$ cat src/rtl/sca_trigger_pkg.sv
// sca_trigger_pkg: shared types and constants for the side-channel capture
// trigger sequencer.
//   sca_trig_state_e : sequencer state encoding
//   MioIdxTrigger    : MIO index whose pad output carries the capture trigger
package sca_trigger_pkg;

  typedef enum logic [2:0] {
    IDLE    = 3'd0,
    ARMED   = 3'd1,
    DELAY   = 3'd2,
    ACTIVE  = 3'd3,
    HOLDOFF = 3'd4
  } sca_trig_state_e;

  localparam int MioIdxTrigger = 15;

endpackage

$ cat src/rtl/sca_trigger_ctrl.sv
// sca_trigger_ctrl: capture-trigger sequencer. It arms on the software
// trigger, waits for the AES to go busy, waits cfg_delay_i cycles, then drives
// a trigger pulse of cfg_width_i cycles (or one that follows AES busy when the
// width is 0). It issues one capture per software trigger assertion.
// Ports:
//   clk_i, rst_i    clock, synchronous active-high reset
//   cfg_en_i        block enable; low forces IDLE
//   cfg_delay_i     busy-detect to trigger delay, in cycles
//   cfg_width_i     trigger high time in cycles; 0 = track AES busy
//   sw_trig_i       software capture request (level)
//   aes_idle_i      AES idle status
//   clr_i           clears capture_cnt_o and miss_o
//   trig_o          registered trigger to pad
//   busy_o          sequencer is not IDLE
//   capture_cnt_o   saturating count of trigger pulses
//   miss_o          sticky: AES went idle before the trigger fired
module sca_trigger_ctrl
  import sca_trigger_pkg::*;
#(
  parameter int DelayW = 16,
  parameter int WidthW = 16,
  parameter int CntW   = 32
) (
  input  logic              clk_i,
  input  logic              rst_i,
  input  logic              cfg_en_i,
  input  logic [DelayW-1:0] cfg_delay_i,
  input  logic [WidthW-1:0] cfg_width_i,
  input  logic              sw_trig_i,
  input  logic              aes_idle_i,
  input  logic              clr_i,
  output logic              trig_o,
  output logic              busy_o,
  output logic [CntW-1:0]   capture_cnt_o,
  output logic              miss_o
);

  // One down-counter serves both the delay and the pulse width.
  localparam int CtrW = (DelayW > WidthW) ? DelayW : WidthW;

  sca_trig_state_e   state_q;
  logic [CtrW-1:0]   ctr_q;
  logic [WidthW-1:0] width_q;

  function automatic logic [CntW-1:0] sat_inc(input logic [CntW-1:0] v);
    return (v == '1) ? v : v + CntW'(1);
  endfunction

  always_ff @(posedge clk_i) begin
    if (rst_i) begin
      state_q       <= IDLE;
      ctr_q         <= '0;
      width_q       <= '0;
      trig_o        <= 1'b0;
      busy_o        <= 1'b0;
      capture_cnt_o <= '0;
      miss_o        <= 1'b0;
    end else begin
      if (!cfg_en_i) begin
        state_q <= IDLE;
        trig_o  <= 1'b0;
        busy_o  <= 1'b0;
      end else begin
        case (state_q)
          IDLE: begin
            if (sw_trig_i) begin
              state_q <= ARMED;
              busy_o  <= 1'b1;
            end
          end
          ARMED: begin
            if (!sw_trig_i) begin
              state_q <= IDLE;
              busy_o  <= 1'b0;
            end else if (!aes_idle_i) begin
              // Configuration is sampled only here, so changes mid-capture
              // apply to the next capture.
              width_q <= cfg_width_i;
              if (cfg_delay_i == '0) begin
                state_q       <= ACTIVE;
                trig_o        <= 1'b1;
                ctr_q         <= CtrW'(cfg_width_i);
                capture_cnt_o <= sat_inc(capture_cnt_o);
              end else begin
                state_q <= DELAY;
                ctr_q   <= CtrW'(cfg_delay_i);
              end
            end
          end
          DELAY: begin
            // Reaching the end of the delay wins over a same-edge idle.
            if (ctr_q == CtrW'(1)) begin
              state_q       <= ACTIVE;
              trig_o        <= 1'b1;
              ctr_q         <= CtrW'(width_q);
              capture_cnt_o <= sat_inc(capture_cnt_o);
            end else if (aes_idle_i) begin
              state_q <= HOLDOFF;
              ctr_q   <= '0;
              miss_o  <= 1'b1;
            end else begin
              ctr_q <= ctr_q - CtrW'(1);
            end
          end
          ACTIVE: begin
            if (width_q == '0) begin
              if (aes_idle_i) begin
                state_q <= HOLDOFF;
                trig_o  <= 1'b0;
              end
            end else if (ctr_q == CtrW'(1)) begin
              state_q <= HOLDOFF;
              trig_o  <= 1'b0;
              ctr_q   <= '0;
            end else begin
              ctr_q <= ctr_q - CtrW'(1);
            end
          end
          HOLDOFF: begin
            // Wait for the request to drop so a held trigger captures once.
            if (aes_idle_i && !sw_trig_i) begin
              state_q <= IDLE;
              busy_o  <= 1'b0;
            end
          end
          default: begin
            state_q <= IDLE;
            trig_o  <= 1'b0;
            busy_o  <= 1'b0;
          end
        endcase
      end
      // Clear overrides any same-edge increment or miss set.
      if (clr_i) begin
        capture_cnt_o <= '0;
        miss_o        <= 1'b0;
      end
    end
  end

endmodule

$ cat config.mk
export PLATFORM = sky130hd
export DESIGN_NAME = sca_trigger_ctrl
export DESIGN_NICKNAME = d
export VERILOG_FILES = /design/src/rtl/sca_trigger_pkg.sv /design/src/rtl/sca_trigger_ctrl.sv
export SDC_FILE = /design/constraint.sdc
export NUM_CORES = 1
export LEC_CHECK = 0
export BUFFER_PORTS_ARGS = -buffer_cell sky130_fd_sc_hd__buf_2
export CORE_MARGIN = 2
export CORE_UTILIZATION = 34
export CTS_BUF_LIST = sky130_fd_sc_hd__clkbuf_16
export CTS_CLUSTER_SIZE = 10
export DETAILED_ROUTE_END_ITERATION = 10
export PLACE_DENSITY = 0.6
export SETUP_SLACK_MARGIN = 0.02
export SLEW_MARGIN = 20
export SYNTH_ARGS = -nofsm -noshare
export SYNTH_HDL_FRONTEND = slang
export SYNTH_SLANG_ARGS = --single-unit
$ cat constraint.sdc
create_clock -name clk_i -period 2.3 [get_ports clk_i]
set_input_delay 0.345 -clock clk_i [delete_from_list [all_inputs] [get_ports clk_i]]
set_output_delay 0.345 -clock clk_i [all_outputs]
set_load 0.01 [all_outputs]
==> results.txt, run 1 <==
- The cell area that synthesis handed to floorplanning was 3850 µm².
- Post-synthesis sequential element count: 70
- RSZ-0062 raised after global routing: no
* Antenna diode count: 0
- For this run, design rule violations remaining after detail routing come to 0.
* Xor and xnor area share after synthesis: 6.15%
* Power after layout: ~3.0 mW
- Root buf cell: sky130_fd_sc_hd__clkbuf_16
- HP Class: input pin to flop
- In this run, synthesis inferred 0 flip-flops with an integrated enable.
- Antenna Violating Nets Remaining: 0
* First-pass detailed-route iteration total: 5
- Die Width: 110 µm
- Startpoint kind of the worst setup timing path: flop
* Depth of the CTS H-tree: 3
* Critical path arrival: 2.44 ns
* Clock network latency to the later pin of the worst-skew pair: 0.33 ns
- The initial antenna violation count was 0.
- After detailed routing, the average wire length per cell comes to 15.3 µm.
* Overall Global Routing Usage: between 10% and 20%
- Final weighted congestion in routability-driven placement: 0.898
* Area occupied by multi-input gates: 2290 µm²
- Combinational family with the most area after synthesis: simple AND/OR/NAND/NOR gates
- Across the run, the number of max-cap violations was 0.
* # port buffers: 72
- Period minus WS final: 2.17 ns
- Skew final: around 0.0057 ns
- Buffer levels on the longest clock path: 2
- Origin of the worst setup path: ctr_q[2]
* Mapped Nets: 522
* Type of destination of the critical path: flop
- Critical Setup Path Class: flop to flop
- Post-synth top area cell: sky130_fd_sc_hd__dfxtp_1
- Power density relative to cell area: 618 nW/µm²
- TritonCTS built the clock tree.
- Number of hold buffers added after cts: 0
- Comb pwr share: 7.0%
- First-pass GRT wire length: 17.4 mm
* Final setup vio count: 0
* Core region area: 10900 µm²
- Detailed placement finished with a half-perimeter wire length of 8.04 mm.
- Nets: between 600 and 700
* Compound-cell area share of the yosys netlist: between 10% and 20%
- Sequential fraction of the synthesis area: 36.4%
* Number of global-route vias before repair: 3628
* Transition time at the pin with the least slew margin: approximately 0.46 ns
- Flop pwr share: 41.1%
- Max-slew violation count: 0
* Multiplexer share of the synthesized area: 4.16%
- Counting every sink on the clock net gives 70.
- At the worst endpoint, the required time is 2.57 ns.
- The analysis attributes to net switching a power of approximately 0.64 mW.
- Hold Startpoint: cfg_width_i[5]
- Final critical-path share of the clock period: between 90% and 100%
* Number of standard-cell rows in the floorplan: 38
- The internal power of the cells totals 2.36 mW.
- In this run the critical register-to-register path is launched from ctr_q[2].
- Gate count of the mapped netlist: 481
* Total routed wirelength: 10.8 mm
* Grt total ovfl: 0
* Yosys top cell area share: 36.4%
- Result of the run: finished, final reports clean
* Io pins: 73
- Filler cell count in the final layout: around 1100
- The worst-case IR drop observed on VDD is between 0.3 and 0.4 mV.
- The post-route netlist has 22.5% of its cells at a drive strength greater than 1.
- Die Ht: 110 µm
* Placed cell count: 692
- Number of distinct library cells after synthesis: 54
- Via-to-Cell Ratio: around 5.6
- Largest net degree at the start of global routing: 27
* Leading register cell type out of synthesis: sky130_fd_sc_hd__dfxtp_1
- In this run the worst path has a maximum fanout of 7.
* Peak clock frequency supported by timing: 0.460 GHz
* Clk network pwr share: 51.9%
- The routed layout has 3972 vias.
* Async S/R FF share, synth: 0%
- In this run the static leakage power is 1.91 nW.
- Sorting the synthesized cells by area gives the leading types as sky130_fd_sc_hd__dfxtp_1 (36%), sky130_fd_sc_hd__nor2_1 (6.4%), sky130_fd_sc_hd__a21oi_1 (5.1%).
* Worst slew slack as a fraction of its limit: between 60% and 70%
* Final setup TNS: 0 ns
- Adder and majority gate portion of the synthesized area: 0.976%
- Sw frac: a little over a fifth
* Total number of yosys warnings: 0
* Synthesized area divided by synthesized cell count: 8.00 µm²
* Post-CTS clock slew at the launch and capture registers of the worst setup and hold paths: 0.06 ns
* Die footprint: ~12000 µm²
* Initial standard-cell utilization of the core: about a third
- In the final layout, flip-flops and latches occupy around 1400 µm².
* Synth-to-layout area growth: 25.9%
- Non-filler cells in the finished layout: 708
- Final hold viol count: 0
- CTS Buf Count: 9
- Simple-gate share of the synthesized area: 29.5%
- The first routing iteration left 232 violations.
-- Yosys cell counts (3+ instances only) --
| library cell | instances |
|---|---|
| sky130_fd_sc_hd__a211o_1 | 3 |
| sky130_fd_sc_hd__a211oi_1 | 3 |
| sky130_fd_sc_hd__a21oi_1 | 39 |
| sky130_fd_sc_hd__a221oi_1 | 5 |
| sky130_fd_sc_hd__a31oi_1 | 3 |
| sky130_fd_sc_hd__and2_1 | 7 |
| sky130_fd_sc_hd__and3_1 | 9 |
| sky130_fd_sc_hd__and4_1 | 7 |
| sky130_fd_sc_hd__buf_2 | 10 |
| sky130_fd_sc_hd__clkbuf_1 | 19 |
| sky130_fd_sc_hd__dfxtp_1 | 70 |
| sky130_fd_sc_hd__ha_1 | 3 |
| sky130_fd_sc_hd__inv_1 | 10 |
| sky130_fd_sc_hd__mux2i_1 | 16 |
| sky130_fd_sc_hd__nand2_1 | 32 |
| sky130_fd_sc_hd__nand3_1 | 15 |
| sky130_fd_sc_hd__nand4_1 | 23 |
| sky130_fd_sc_hd__nor2_1 | 66 |
| sky130_fd_sc_hd__nor2b_1 | 3 |
| sky130_fd_sc_hd__nor3_1 | 7 |
| sky130_fd_sc_hd__nor4_1 | 15 |
| sky130_fd_sc_hd__o21ai_0 | 34 |
| sky130_fd_sc_hd__o22ai_1 | 6 |
| sky130_fd_sc_hd__or3_1 | 9 |
| sky130_fd_sc_hd__xnor2_1 | 5 |
| sky130_fd_sc_hd__xor2_1 | 22 |
-- routing by layer --
metal,track usage [%],share of wire [%],up-vias
met4,7.41,1.8,0
met2,28.4,46,127
met5,0,0,-
li1,-,-,1927
met1,25.1,47,1900
met3,2.47,5.5,18
-- power groups by stage --
stage	combinational [mW]	clock (mW)	sequential, mW
floorplan	0.119	0	1.26
global placement	0.206	0	1.26
detailed placement	0.206	0	1.26
CTS	0.207	1.58	1.23
global route	0.230	1.62	1.23
finish	0.209	1.55	1.23
-- layout make-up --
| type | count | area share [%] |
|---|---|---|
| repair buffers | 102 | 12.6 |
| clock buffers | 9 | 4.65 |
| flip-flops and latches | 70 | 28.9 |
| inverters | 10 | 0.775 |
| multi-input cells | 370 | 47.2 |
| well taps | 140 | 3.62 |
| clock inverters | 7 | 2.20 |
-- registers in the layout, indices dropped and copies added, names as in the netlist --
| name | count |
|---|---|
| miss_o | 1 |
| state_q | 3 |
| capture_cnt_o | 32 |
| trig_o | 1 |
| ctr_q | 16 |
| width_q | 16 |
| busy_o | 1 |
-- cells by family after synthesis --
family                   after synthesis
AO/OA/AOI/OAI                        114
XOR/XNOR                              27
adder cells (fa/ha/maj)                3
buffers and inverters                 41
flip-flops                            70
multiplexers                          16
AND/OR/NAND/NOR                      210
-- worst max-delay path, stage by stage, from the launching register on --
cell and delay, ns:
sky130_fd_sc_hd__dfxtp_1 0.36, sky130_fd_sc_hd__or3_1 0.41, sky130_fd_sc_hd__or4_1 0.59, sky130_fd_sc_hd__nor4_1 0.29, sky130_fd_sc_hd__buf_4 0.19, sky130_fd_sc_hd__o21ai_0 0.11, sky130_fd_sc_hd__a21oi_1 0.14
-- worst paths after layout --
check	endpoint	slack, ns	depth (start not counted)
worst max-delay path	ctr_q[11]	0.13	6
worst min-delay path	width_q[5]	0.26	3
worst max register to register	ctr_q[11]	0.13	6
worst min register to register	busy_o	0.49	2
-- metrics by stage --
step	util [%]	hold slack [ns]	setup WS, ns	cell area, µm²
floorplan	-	0.457	0.270	3850
global placement	41.1	0.474	0.163	4500
CTS	44.2	0.255	0.0880	4830
global route	44.3	0.279	0.0398	4840
finish	44.3	0.257	0.127	4840
detailed placement	41.1	0.482	0.113	4500
-- cell usage in the layout (no fill, tap or decap), types with 5 or more instances in the layout --
master,n
sky130_fd_sc_hd__a21oi_1,39
sky130_fd_sc_hd__o22ai_1,6
sky130_fd_sc_hd__and3_1,9
sky130_fd_sc_hd__mux2i_1,16
sky130_fd_sc_hd__buf_2,72
sky130_fd_sc_hd__inv_1,13
sky130_fd_sc_hd__nor4_1,15
sky130_fd_sc_hd__clkbuf_16,9
sky130_fd_sc_hd__nor2_1,66
sky130_fd_sc_hd__buf_4,28
sky130_fd_sc_hd__xor2_1,22
sky130_fd_sc_hd__nand4_1,23
sky130_fd_sc_hd__and2_1,7
sky130_fd_sc_hd__nand2_1,32
sky130_fd_sc_hd__or3_1,9
sky130_fd_sc_hd__o21ai_0,34
sky130_fd_sc_hd__dfxtp_1,70
sky130_fd_sc_hd__a221oi_1,5
sky130_fd_sc_hd__nor3_1,7
sky130_fd_sc_hd__and4_1,7
sky130_fd_sc_hd__nand3_1,15
sky130_fd_sc_hd__xnor2_1,5
-- timing repair --
| item | in CTS | in global routing |
|---|---|---|
| endpoints found under the setup margin | 0 | 18 |
| resized for setup | 0 | 2 |
| setup buffers | 0 | 0 |
Note: power is estimated with default switching activity, not from simulation.
==> run 2, diff against run 1 <==
CORE_ASPECT_RATIO = 1.1   (was default)
==> run 2 against run 1 <==
Compared with the run above:
- sequential cell count unchanged
- via count fell by 0.70%
- maximum frequency is 0.56% higher
- critical path depth is 1 lower
- wire length up 1.6%
- clock skew about the same
- combinational power up 2%
- non-clock buffer count increased by 1
- sequential power about the same
- cell count is 1.1% higher
- largest cell class unchanged
==> results.txt, run 2 (same netlist as run 1, synthesis figures left out) <==
* Number of buffers and inverters on the critical path: 0 (was 1)
- The power density normalized to cell area was 559 nW/µm² (was 618 nW/µm²).
- The initial antenna violation count came to 0 (unchanged).
* HPWL after DPL: 8.41 mm (was 8.04 mm)
- The share of total power in sequential cells came to 46.0% (was 41.1%).
- The ratio of final minimum period to clock period was 93.9% (was 94.5%).
* Number of hold buffers added after cts: 0 (unchanged)
- Nets: 605 (was 604)
- The largest vdd supply drop was 0.339 mV (was 0.317 mV).
- The max-capacitance violation count is 0 (unchanged).
- The class of the most critical setup path is flop to flop (unchanged).
* Worst slew slack as a fraction of its limit: 70.4% (was 68.9%)
* Switching pwr: 0.646 mW (was 0.639 mW)
- Overall Global Routing Usage: 18.8% (was 18.2%)
- The post-detailed-route count of antenna-violating nets is 0 (unchanged).
- The post-cts resize count is 0 (unchanged).
- CTS tree: yes (unchanged)
* Grt total ovfl: 0 (unchanged)
- Comb pwr share: 8.0% (was 7.0%)
- Gate family responsible for the most delay along the worst path: simple AND/OR/NAND/NOR gates (unchanged)
* Die Width: 105 µm (was 110 µm)
- The leakage power total came to 1.86 nW (was 1.91 nW).
* Sw frac: 24.1% (was 21.3%)
- The starting DRC count in detailed routing was 255 (was 232).
* Startpoint kind of the worst setup timing path: flop (unchanged)
- Footprint of the flip-flops and latches: 1400 µm² (unchanged)
- The top-level I/O count came to 73 (unchanged).
* Wire length per cell: 15.3 µm (about the same)
* CP Max Fanout: 22 (was 7)
- The initial core utilization is 35.1% (was 35.2%).
- The via count of the first global-routing pass came to 3794 (was 3628).
* First-pass GRT wire length: 18.4 mm (was 17.4 mm)
* DP Worst Slack: 0.0337 ns (was 0.113 ns)
* Largest registers: capture_cnt_o: 32 flops, ctr_q: 16 flops, width_q: 16 flops (unchanged)
- The clock latency at the later pin of the worst-skew pair is 0.33 ns (about the same).
- Critical path, cell by cell: nor4_1 -> nand4_1 -> a31o_2 -> nand2_1 -> o21ai_0 (was or3_1 -> or4_1 -> nor4_1 -> buf_4 -> o21ai_0 -> a21oi_1)
- The clock transition at the registers of the reported paths was 0.06 ns (about the same).
- Synth-to-layout area growth: 24.6% (was 25.9%)
- Peak clock frequency supported by timing: 0.463 GHz (was 0.460 GHz)
- The final worst clock skew is 0.00584 ns (was 0.00575 ns).
- The fraction of layout instances using a drive strength above 1 was 23.4% (was 22.5%).
* Pint: 2.03 mW (was 2.36 mW)
- Number of clock sinks: 70 (unchanged)
- The most frequent standard cell in the layout excluding fill and tap cells is sky130_fd_sc_hd__buf_2 (unchanged).
* Result of the run: finished, final reports clean (unchanged)
* Worst endpoint required time: 2.50 ns (was 2.57 ns)
* Clk network pwr share: 46.0% (was 51.9%)
- Buffer levels on the longest clock path: 2 (unchanged)
* Depth of the CTS H-tree: 3 (unchanged)
- The count of filler cells inserted in the layout was 1096 (was 1070).
- The final worst-path setup slack is 0.139 ns (was 0.127 ns).
* Root buf cell: sky130_fd_sc_hd__clkbuf_16 (unchanged)
- Number of standard-cell rows in the floorplan: 40 (was 38)
- The max-slew violation total from the final report came to 0 (unchanged).
- Setup bufs post-CTS: 0 (unchanged)
* Via-to-Cell Ratio: 5.51 (was 5.61)
* Final weighted congestion in routability-driven placement: 0.956 (was 0.898)
- Total routed wirelength: 11.0 mm (was 10.8 mm)
- The detailed-routing iteration count for the pre-antenna-repair pass is 4 (was 5).
* RSZ-0062 raised after global routing: yes (was no)
- Largest net degree at the start of global routing: 27 (unchanged)
- Commonest non-fill, non-tap cells in the layout: sky130_fd_sc_hd__buf_2 (72), sky130_fd_sc_hd__dfxtp_1 (70), sky130_fd_sc_hd__nor2_1 (66) (unchanged).
- Final Util: 43.7% (was 44.3%)
- Die footprint: 12200 µm² (about the same)
* Type of destination of the critical path: flop (unchanged)
- The final critical-path required period came to 2.16 ns (was 2.17 ns).
- The number of port buffers was 72 (unchanged).
- The detailed-route DRC error count came to 0 (unchanged).
- The slew at the pin closest to its max-slew limit was 0.438 ns (was 0.462 ns).
- CTS Buf Count: 9 (unchanged)
- Final setup vio count: 0 (unchanged)
* Stage delay of the slowest cell on the critical path: 0.48 ns (was 0.59 ns)
- The class of the most critical hold timing path is input pin to flop (unchanged).
- Area occupied by multi-input gates: 2290 µm² (about the same)
* Final setup TNS: 0 ns (unchanged)
* Final hold viol count: 0 (unchanged)
- Register containing the most flip-flops in the final layout: capture_cnt_o (unchanged)
- The vertical die dimension is 116 µm (was 110 µm).
- The data arrival time of the critical path was 2.36 ns (was 2.44 ns).
* CP max-delay cell: sky130_fd_sc_hd__a31o_2 (was sky130_fd_sc_hd__or4_1)
- Antenna diode count: 0 (unchanged)
- Largest register FFs: 32 (unchanged)
- The total vias in the final route is 3944 (was 3972).
- The placeable core area came to 11000 µm² (was 10900 µm²).
==> run 2: worst paths after layout <==
check | startpoint | to | slack (ns) | cells past startpoint
worst max register to register | width_q[6] | ctr_q[12] | 0.14 | 5
worst min register to register | miss_o | miss_o | 0.46 | 2
worst max-delay path | width_q[6] | ctr_q[12] | 0.14 | 5
worst min-delay path | cfg_width_i[11] | width_q[11] | 0.27 | 3
==> run 2: power by group through the flow <==
| stage | logic [mW] | registers (mW) | clock network [mW] |
|---|---|---|---|
| floorplan | 0.119 | 1.26 | 0 |
| global placement | 0.210 | 1.26 | 0 |
| detailed placement | 0.211 | 1.26 | 0 |
| CTS | 0.211 | 1.23 | 1.26 |
| global route | 0.236 | 1.23 | 1.32 |
| finish | 0.214 | 1.23 | 1.23 |
==> run 2: worst register-to-register path, cell delays in order (launching register included) <==
cell,delay (ns)
sky130_fd_sc_hd__dfxtp_1,0.35
sky130_fd_sc_hd__nor4_1,0.40
sky130_fd_sc_hd__nand4_1,0.34
sky130_fd_sc_hd__a31o_2,0.49
sky130_fd_sc_hd__nand2_1,0.32
sky130_fd_sc_hd__o21ai_0,0.14
==> run 2: routing by layer <==
| layer | track usage, % | up-vias | wire, µm |
|---|---|---|---|
| li1 | - | 1929 | - |
| met1 | 22.3 | 1893 | 4740 |
| met2 | 32.5 | 100 | 5470 |
| met3 | 4.27 | 22 | 485 |
| met4 | 8.27 | 0 | 279 |
| met5 | 0 | - | 0 |
==> run 2: stage by stage <==
stage / cell area (µm²) / hold WS [ns] / total power, mW / cells
5_1_grt: 4790 / 0.268 / 2.79 / 716
3_3_place_gp: 4500 / 0.447 / 1.47 / 700
6_report: 4790 / 0.271 / 2.68 / 716
4_1_cts: 4770 / 0.265 / 2.71 / 716
2_1_floorplan: 3850 / 0.457 / 1.37 / 481
3_5_place_dp: 4500 / 0.453 / 1.47 / 700
==> run 2: layout make-up <==
class | instances | area share (%)
Multi-Input combinational cell | 370 | 47.9
Sequential cell | 70 | 29.2
Timing Repair Buffer | 103 | 12.7
Clock buffer | 9 | 4.70
Tap cell | 147 | 3.84
Clock inverter | 7 | 0.861
Inverter | 10 | 0.783
==> run 3, diff against run 2 <==
CORE_MARGIN = 5   (was 2)
MAX_ROUTING_LAYER = met4   (was default)
==> run 3 against run 2 <==
Compared with the run above:
- global-route usage decreased by 1.8 points
- die area increased by 11%
- via count increased by 0.33%
- utilization decreased by 0.12 points
- combinational power decreased by 2%
- maximum frequency increased by 2.9%
- first-iteration DRC count decreased by 29%
- sequential power about the same
- sequential share of layout area decreased by 0.053 points
- cell count decreased by 0.56%
- worst setup slack improved by 0.061 ns
==> results.txt, run 3 (same netlist as run 1, synthesis figures left out) <==
- The die width came to 111 µm (was 105 µm).
* Startpoint kind of the worst setup timing path: flop (unchanged)
- Filler cell count in the final layout: 1150 (was 1096)
* Total routed wirelength: 11.2 mm (was 11.0 mm)
- Peak clock frequency supported by timing: 0.476 GHz (was 0.463 GHz)
- Commonest non-fill, non-tap cells in the layout: sky130_fd_sc_hd__buf_2 (72), sky130_fd_sc_hd__dfxtp_1 (70), sky130_fd_sc_hd__nor2_1 (66) (unchanged)
- The number of sinks driven by the clock tree came to 70 (unchanged).
* Final hold viol count: 0 (unchanged)
- The number of cells on the worst hold path is 3 (unchanged).
- The all-layer global routing usage is 16.9% (was 18.8%).
- The slew at the pin closest to its max-slew limit came to 0.520 ns (was 0.438 ns).
* CTS Buf Count: 9 (unchanged)
- The clock transition at the registers of the reported paths is 0.06 ns (about the same).
* HPWL after DPL: 8.48 mm (was 8.41 mm)
- Synth-to-layout area growth: 24.8% (was 24.6%)
- Critical Setup Path Class: flop to flop (unchanged)
* CTS tree: yes (unchanged)
* Critical path arrival: 2.37 ns (was 2.36 ns)
- Antenna Violating Nets Remaining: 0 (unchanged)
* Clock network latency to the later pin of the worst-skew pair: 0.34 ns (was 0.33 ns)
- The most frequent standard cell in the layout excluding fill and tap cells was sky130_fd_sc_hd__buf_2 (unchanged).
- The max-slew violation total from the final report was 0 (unchanged).
- The final core area utilization was 43.6% (was 43.7%).
- Largest registers: capture_cnt_o: 32 flops, ctr_q: 16 flops, width_q: 16 flops (unchanged).
- Number of hold buffers added after cts: 0 (unchanged)
- The area occupied by registers is 1400 µm² (unchanged).
- The fraction of layout instances using a drive strength above 1 came to 22.5% (was 23.4%).
* Final setup vio count: 0 (unchanged)
- Buffer levels on the longest clock path: 2 (unchanged)
* Post-detailed-placement cell area: 4470 µm² (was 4500 µm²)
- Grt total ovfl: 0 (unchanged)
- The power density normalized to cell area is 607 nW/µm² (was 559 nW/µm²).
* Initial standard-cell utilization of the core: 34.9% (was 35.1%)
- Io pins: 73 (unchanged)
- RSZ-0062 raised after global routing: no (was yes)
- The final routed wire length divided by cell count is 15.8 µm (was 15.3 µm).
- The number of port buffers came to 72 (unchanged).
- The total vias in the final route came to 3957 (was 3944).
* Area occupied by multi-input gates: 2290 µm² (about the same)
- Skew final: 0.00727 ns (was 0.00584 ns)
- The maximum number of pins on one net before global-route repair was 26 (was 27).
- DP Worst Slack: 0.104 ns (was 0.0337 ns)
- Number of antenna violations at the first check in global routing: 0 (unchanged)
- Worst slew slack as a fraction of its limit: 65.4% (was 70.4%)
* Die Ht: 122 µm (was 116 µm)
- Final setup TNS: 0 ns (unchanged)
- Type of destination of the critical path: flop (unchanged)
- Antenna diode count: 0 (unchanged)
- Number of global-route vias before repair: 3788 (was 3794)
* Period minus WS final: 2.10 ns (was 2.16 ns)
- The detailed-route DRC error count was 0 (unchanged).
* Register-to-register setup slack: 0.20 ns (was 0.14 ns)
- Peak VDD IR: 0.394 mV (was 0.339 mV)
- Via-to-Cell Ratio: 5.56 (was 5.51)
* Iteration-0 DRC Markers: 180 (was 255)
* Final critical-path share of the clock period: 91.3% (was 93.9%)
- HP Class: input pin to flop (unchanged)
- Number of cells traversed by the worst register-to-register path: 6 (was 5)
- Core region area: 11000 µm² (about the same)
- The max-capacitance violation count is 0 (unchanged).
* Setup WS post-layout: 0.201 ns (was 0.139 ns)
* CP Max Fanout: 10 (was 22)
- The wire length of the first global-routing pass came to 18.3 mm (was 18.4 mm).
- The post-layout instance area came to 4800 µm² (was 4790 µm²).
* Nets: 601 (was 605)
- The data required time at the worst endpoint was 2.57 ns (was 2.50 ns).
* Die footprint: 13500 µm² (was 12200 µm²)
* Depth of the CTS H-tree: 3 (unchanged)
- The flip-flop count of the largest register, all copies and words added is 32 (unchanged).
* Number of standard-cell rows in the floorplan: 40 (unchanged)
- Root buf cell: sky130_fd_sc_hd__clkbuf_16 (unchanged)
* Static leakage power: 1.87 nW (was 1.86 nW)
- The most flop-heavy register was capture_cnt_o (unchanged).
- The detailed-routing iteration count for the pre-antenna-repair pass is 5 (was 4).
* Final weighted congestion in routability-driven placement: 0.877 (was 0.956)
* Result of the run: finished, final reports clean (unchanged)
run 3: cell count changes in the layout (fill, tap and decap cells not counted):
cell	delta
sky130_fd_sc_hd__buf_6	-1
sky130_fd_sc_hd__clkinv_2	-3
sky130_fd_sc_hd__bufinv_16	+2
sky130_fd_sc_hd__nor4_2	-1
sky130_fd_sc_hd__buf_4	-3
sky130_fd_sc_hd__nor4_1	+1
sky130_fd_sc_hd__inv_1	+1
run 3: power by group:
part / internal, mW / total (mW) / switching, mW
Combinational: 0.0859 / 0.209 / 0.123
Sequential: 1.22 / 1.23 / 0.00960
Clock: 0.942 / 1.47 / 0.532
Total: 2.25 / 2.91 / 0.664
run 3: final cells by class:
cell class	count	share of cell area [%]
clock buffer	9	4.69
clock inverter	7	1.88
inverter	10	0.782
multi-input combinational	370	47.7
sequential	70	29.2
tap	147	3.83
timing repair buffer	99	12.0
run 3: path summary, 6_finish.rpt:
kind	startpoint	endpoint
max reg2reg	ctr_q[6]	capture_cnt_o[19]
min	cfg_width_i[10]	width_q[10]
min reg2reg	miss_o	miss_o
max	ctr_q[6]	capture_cnt_o[19]
run 3: critical path, cell delays in order, from the launching register on:
cell and delay, ns:
sky130_fd_sc_hd__dfxtp_1 0.38, sky130_fd_sc_hd__nor4_4 0.39, sky130_fd_sc_hd__and4_4 0.31, sky130_fd_sc_hd__o32a_4 0.26
sky130_fd_sc_hd__nand3_4 0.12, sky130_fd_sc_hd__or4_1 0.42, sky130_fd_sc_hd__a21oi_1 0.14
run 3: routing by layer:
| metal | wire length [µm] | part of all wire [%] | global-route usage [%] | up-vias |
|---|---|---|---|---|
| li1 | - | - | - | 1929 |
| met4 | 211 | 1.9 | 7.15 | 0 |
| met5 | 0 | 0 | - | - |
| met3 | 480 | 4.3 | 2.68 | 14 |
| met1 | 4990 | 45 | 21.0 | 1900 |
| met2 | 5530 | 49 | 27.6 | 114 |
run 3: repair_timing:
action,4_1_cts,5_1_grt
gates resized for setup,0,2
setup endpoints to repair,0,7
buffers inserted,0,0
run 3: metrics by stage:
stage / hold slack, ns / std cells / power (mW)
finish: 0.275 / 712 / 2.91
global route: 0.284 / 712 / 3.03
CTS: 0.262 / 712 / 2.95
detailed placement: 0.457 / 696 / 1.46
global placement: 0.448 / 696 / 1.46
floorplan: 0.457 / 481 / 1.37
